## config.mk

```make
export PLATFORM = sky130hd
export DESIGN_NAME = clock_meter
export DESIGN_NICKNAME = d
export VERILOG_FILES = /design/src/rtl/clock_meter.sv
export SDC_FILE = /design/constraint.sdc
export NUM_CORES = 1
export LEC_CHECK = 0
export ABC_AREA = 0
export CELL_PAD_IN_SITES_DETAIL_PLACEMENT = 1
export CELL_PAD_IN_SITES_GLOBAL_PLACEMENT = 2
export CORE_ASPECT_RATIO = 0.75
export CORE_MARGIN = 10
export CORE_UTILIZATION = 38
export CTS_CLUSTER_DIAMETER = 100
export DETAILED_ROUTE_END_ITERATION = 10
export GPL_ROUTABILITY_DRIVEN = 0
export PLACE_DENSITY_LB_ADDON = 0.1
export SYNTH_ARGS = -nofsm -noshare
export SYNTH_HDL_FRONTEND = slang
export SYNTH_SLANG_ARGS = --single-unit
```

## constraint.sdc

```tcl
create_clock -name clk_in -period 2.5 [get_ports clk_in]
set_clock_uncertainty 0.15 [all_clocks]
set_input_delay 0.75 -clock clk_in [delete_from_list [all_inputs] [get_ports clk_in]]
set_output_delay 0.75 -clock clk_in [all_outputs]
set_load 0.05 [all_outputs]
```

## src/rtl/clock_meter.sv

```systemverilog
// Measures the period and high time of a slow asynchronous square wave in clk_in cycles.
// Raises a sticky stall flag when no rising edge arrives within TIMEOUT cycles.
module clock_meter #(
  parameter int unsigned      WIDTH   = 28,
  parameter logic [WIDTH-1:0] TIMEOUT = 28'd100_000_000
) (
  input  logic             clk_in,
  input  logic             rst_n,
  input  logic             sig_in,
  input  logic             enable,
  output logic [WIDTH-1:0] period,
  output logic [WIDTH-1:0] high_time,
  output logic             valid,
  output logic             stalled
);

  typedef enum logic [1:0] {
    S_IDLE,
    S_ARM,
    S_HIGH,
    S_LOW
  } state_e;

  state_e           state_q, state_d;
  logic             s1_q, s1_d;
  logic             s2_q, s2_d;
  logic             s3_q, s3_d;
  logic [WIDTH-1:0] cnt_q, cnt_d;
  logic [WIDTH-1:0] hi_shadow_q, hi_shadow_d;
  logic [WIDTH-1:0] period_q, period_d;
  logic [WIDTH-1:0] high_time_q, high_time_d;
  logic             valid_q, valid_d;
  logic             stalled_q, stalled_d;

  logic             rise;
  logic             fall;
  logic             timeout;
  logic [WIDTH-1:0] cnt_inc;

  // s1/s2 resolve metastability; s3 only remembers the previous synchronized level.
  assign rise    = s2_q & ~s3_q;
  assign fall    = ~s2_q & s3_q;
  assign timeout = (cnt_q == TIMEOUT);
  assign cnt_inc = cnt_q + WIDTH'(1);

  always_comb begin
    // NOTE: every signal gets a default before any branch so no path can infer a latch.
    state_d     = state_q;
    s1_d        = sig_in;
    s2_d        = s1_q;
    s3_d        = s2_q;
    cnt_d       = cnt_q;
    hi_shadow_d = hi_shadow_q;
    period_d    = period_q;
    high_time_d = high_time_q;
    valid_d     = 1'b0;
    stalled_d   = stalled_q;

    if (!enable) begin
      state_d   = S_IDLE;
      cnt_d     = '0;
      stalled_d = 1'b0;
    end else begin
      case (state_q)
        S_IDLE: begin
          state_d = S_ARM;
          cnt_d   = '0;
        end

        S_ARM: begin
          if (rise) begin
            state_d = S_HIGH;
            cnt_d   = WIDTH'(1);
          end else if (timeout) begin
            stalled_d = 1'b1;
            cnt_d     = '0;
          end else begin
            cnt_d = cnt_inc;
          end
        end

        // A rise cannot follow a rise without a fall in between, so HIGH ignores it.
        // Timeout beats fall here, which keeps cnt from ever passing TIMEOUT.
        S_HIGH: begin
          if (timeout) begin
            state_d   = S_ARM;
            stalled_d = 1'b1;
            cnt_d     = '0;
          end else begin
            cnt_d = cnt_inc;
            if (fall) begin
              hi_shadow_d = cnt_q;
              state_d     = S_LOW;
            end
          end
        end

        S_LOW: begin
          if (rise) begin
            period_d    = cnt_q;
            high_time_d = hi_shadow_q;
            valid_d     = 1'b1;
            stalled_d   = 1'b0;
            cnt_d       = WIDTH'(1);
            state_d     = S_HIGH;
          end else if (timeout) begin
            state_d   = S_ARM;
            stalled_d = 1'b1;
            cnt_d     = '0;
          end else begin
            cnt_d = cnt_inc;
          end
        end

        default: begin
          state_d = S_IDLE;
          cnt_d   = '0;
        end
      endcase
    end
  end

  always_ff @(posedge clk_in or negedge rst_n) begin
    if (!rst_n) begin
      state_q     <= S_IDLE;
      s1_q        <= 1'b0;
      s2_q        <= 1'b0;
      s3_q        <= 1'b0;
      cnt_q       <= '0;
      hi_shadow_q <= '0;
      period_q    <= '0;
      high_time_q <= '0;
      valid_q     <= 1'b0;
      stalled_q   <= 1'b0;
    end else begin
      // NOTE: non-blocking updates so every flop samples the pre-edge values of the others.
      state_q     <= state_d;
      s1_q        <= s1_d;
      s2_q        <= s2_d;
      s3_q        <= s3_d;
      cnt_q       <= cnt_d;
      hi_shadow_q <= hi_shadow_d;
      period_q    <= period_d;
      high_time_q <= high_time_d;
      valid_q     <= valid_d;
      stalled_q   <= stalled_d;
    end
  end

  assign period    = period_q;
  assign high_time = high_time_q;
  assign valid     = valid_q;
  assign stalled   = stalled_q;

endmodule

```

==> key figures, run 1 <==
Worst setup path
  – Critical Path Fanout Max: 2
  – Critical Path Sink: period[9]
  – FF-to-FF Start: cnt_q[0]$_DFF_PN0_
  – Worst reg2reg endpoint: cnt_q[24]$_DFF_PN0_
  – Slowest CP cell: clkdlybuf4s50_1
  – CP Launch Type: flop
  – Bufs and invs on worst path: 1
  – Crit Path Class: flop to output port
  – Worst Setup SP: period[9]$_DFFE_PN0P_
  – Element type at the critical path end: output port
  – Critical path's top delay family: buffers and inverters
  – Critical Path RT: between 1.5 and 2 ns
  – Reg-to-reg setup timing slack: 0.17 ns
  – CP Cell Sequence: clkdlybuf4s50_1
  – WP depth: 1
  – Crit path largest cell delay: 0.81 ns
  – FF-to-FF path depth: 6
  – Worst Path Arrival: approximately 1.6 ns

Detailed routing
  – Post-DR wirelength/cell: 17.5 um
  – ANT nets after route: 0
  – DRC: 0
  – DR pass1 iterations: 4
  – Vias per inst: roughly 4.9
  – Via count: slightly above 3k
  – DRT iter0 DRCs: between 100 and 150
  – Routed wire length: between 10 and 15 mm

Die
  – Die area: around 18,000 sq um
  – Die W: ~150 um
  – Starting Density: 0.391
  – Row count: 35
  – Ports: 62
  – Core ar.: approximately 12,000 sq um
  – Die height: about 120 um

Timing
  – Final period utilization: 0.983
  – Max Fclk: between 0.4 and 0.5 GHz
  – Worst Tran Pin Value: about 0.65 ns
  – Tmin final: approximately 2.5 ns
  – Slew margin rel.: 0.569
  – Fin Setup TNS: 0 ns
  – Final slew viol count: 0
  – Final setup vio count: 0
  – Final hold vios: 0
  – Final worst setup slack: between 0.04 and 0.05 ns
  – RSZ-0062 raised after global routing: false

Global routing
  – Vias in the first global route: between 3k and 4k
  – Grt ovf: 0
  – First-pass GRT wire length: 18.4 mm
  – GRT Util Overall: 0.131
  – Largest net degree at the start of global routing: 120
  – Initial antenna violation count: 0

Worst hold path
  – Worst min-delay path class: flop to flop

Yosys
  – Synthesis-stage register bit count: 119
  – Number of synthesized flops with an enable pin: 0
  – YS warnings: 0
  – Synth area leaders: dfrtp_1 (61%), mux2_2 (19%), nor2_1 (2.9%), xnor2_1 (2.5%), xor2_1 (2.0%)
  – Average size of a mapped cell: between 10 and 15 sq um
  – Count leader, synth: dfrtp_1
  – Net Count, Synth: approximately 370
  – Syn Std Cell Area: 4850 sq um
  – Ys async rst share: 1.00
  – Mapped Cells: approximately 360
  – Netlist cell types: 38
  – Cell taking the most area after synthesis: dfrtp_1
  – Main synth FF type: dfrtp_1
  – Seq/Total Area, Yosys: 0.614
  – Top-area cell type share of the netlist area: 0.614
  – Synth top cells by count: dfrtp_1 (119), mux2_2 (80), nor2_1 (37)

Placed design
  – Hpwl dp: 7.34 mm
  – PortBufs: a little over 60
  – Pre-CTS setup slack: about 0.04 ns

Clock tree
  – Clock sink count: about 120
  – CTS tree: yes
  – Htree depth: 4
  – Clk root buf: clkbuf_16
  – Hold-fix buffers, CTS: 0
  – Clock Tree Buf Depth: 2
  – Cts bufs inserted: 17
  – Post CTS Setup Buffer Count: 0
  – Clock Latency Late Sink: 0.41 ns
  – Clock-pin transition on the worst setup and hold timing paths: around 0.05 ns

Power and ir drop
  – Max VDD drop: ~0.46 mV
  – LEAKAGE: roughly 3.3 nW
  – Cell Pwr Density: just under 700 nW/um^2
  – Power consumption: between 4 and 5 mW

Flow run
  – Max Cap Viol: 0

Layout
  – Antenna fix cells: 0
  – FILL cells: 1,275
  – Fraction of layout cells with a size suffix above 1: 0.333
  – Nets: 450
  – Fin util: 0.512
  – Area Overhead vs Synth: 31.0%

Outcome
  – Status: complete, no violations
-- layout make-up --
class	instances	area, sq um	share of cell area
clock buffer	21	470	0.0741
clock inverter	10	103	0.0162
inverter	8	30.0	0.00473
multi-input combinational	220	1770	0.279
sequential	119	2980	0.469
tap	166	208	0.0327
timing repair buffer	78	790	0.124
-- cell usage in the layout (no fill, tap or decap), drive strengths merged, types with 6 or more instances in the layout --
| cell | Yosys | layout |
|---|---|---|
| clkbuf | 7 | 21 |
| buf | 9 | 30 |
| clkdlybuf4s50 | 0 | 24 |
| dlymetal6s2s | 0 | 17 |
| nand4 | 10 | 10 |
| dfrtp | 119 | 119 |
| xor2 | 11 | 11 |
| dlygate4sd2 | 0 | 7 |
| nand3 | 12 | 12 |
| clkinv | 0 | 7 |
| nor2 | 38 | 38 |
| xnor2 | 14 | 14 |
| nor3 | 6 | 6 |
| inv | 8 | 8 |
| mux2 | 80 | 80 |
| nand2 | 15 | 15 |
-- worst min-delay path by stage --
stage / from / endpoint / slack, ns / cells after the start
after floorplan: s1_q$_DFF_PN0_ / s2_q$_DFF_PN0_ / 0.18 / 0
after global placement: s1_q$_DFF_PN0_ / s2_q$_DFF_PN0_ / 0.18 / 0
after detailed placement: s1_q$_DFF_PN0_ / s2_q$_DFF_PN0_ / 0.19 / 0
after CTS: s1_q$_DFF_PN0_ / s2_q$_DFF_PN0_ / 0.20 / 0
after global routing: s1_q$_DFF_PN0_ / s2_q$_DFF_PN0_ / 0.22 / 0
final: s1_q$_DFF_PN0_ / s2_q$_DFF_PN0_ / 0.20 / 0
-- layer usage --
layer,vias up,GRT usage,wire [um],part of all wire
met5,-,0,0,0
met4,0,0.0545,174,0.016
met3,15,0.0476,604,0.056
met2,56,0.191,4900,0.45
met1,1563,0.169,5180,0.48
li1,1423,-,-,-
-- repair_timing --
action,in CTS,in global routing
cloned,0,0
endpoints found under the setup margin,7,45
gates resized for setup,7,18
-- registers in the layout, summed over array words and instances, names as in the netlist --
signal / flops
cnt_q: 28
hi_shadow_q: 28
high_time: 28
period: 28
state_q: 2
s1_q: 1
s2_q: 1
s3_q: 1
stalled: 1
valid: 1
-- worst reg2reg max path, cell delays in order, from the launching register on --
cell     delay, ns
dfrtp_1       0.48
ha_1          0.28
nand4_1       0.16
or4_4         0.60
nor4_1        0.32
xnor2_1       0.16
nor2_1        0.05
-- logic make-up (layout without fill, tap and decap cells) --
family	count (synthesis)	in the layout	share of synthesized area
xor+xnor	25	25	0.0452
buf+inv	24	117	0.0225
fa+ha+maj	2	2	0.00516
mux	80	80	0.186
flops	119	119	0.614
compound gates	11	11	0.0147
simple gates	102	102	0.113
-- report_power, final --
group	leakage, nW	internal (mW)	switching [mW]	total, mW
Sequential	1.65	1.94	0.0107	1.95
Combinational	1.40	0.0325	0.0763	0.109
Clock	0.288	1.52	0.814	2.34
-- stage by stage --
stage                     instance area [sq um]  hold WS [ns]  cells
after global routing                       6350         0.218    622
after global placement                     5740         0.182    591
after CTS                                  6300         0.198    622
after floorplan                            4850         0.181    363
final                                      6350         0.197    622
after detailed placement                   5740         0.186    591
(Power assumes the default switching activity.)
==> inputs of run 2 (changes only) <==
- CAP_MARGIN: unset -> 20
==> results of run 2 <==
Same layout as run 1: the final DEF is identical, and so are final timing and power.
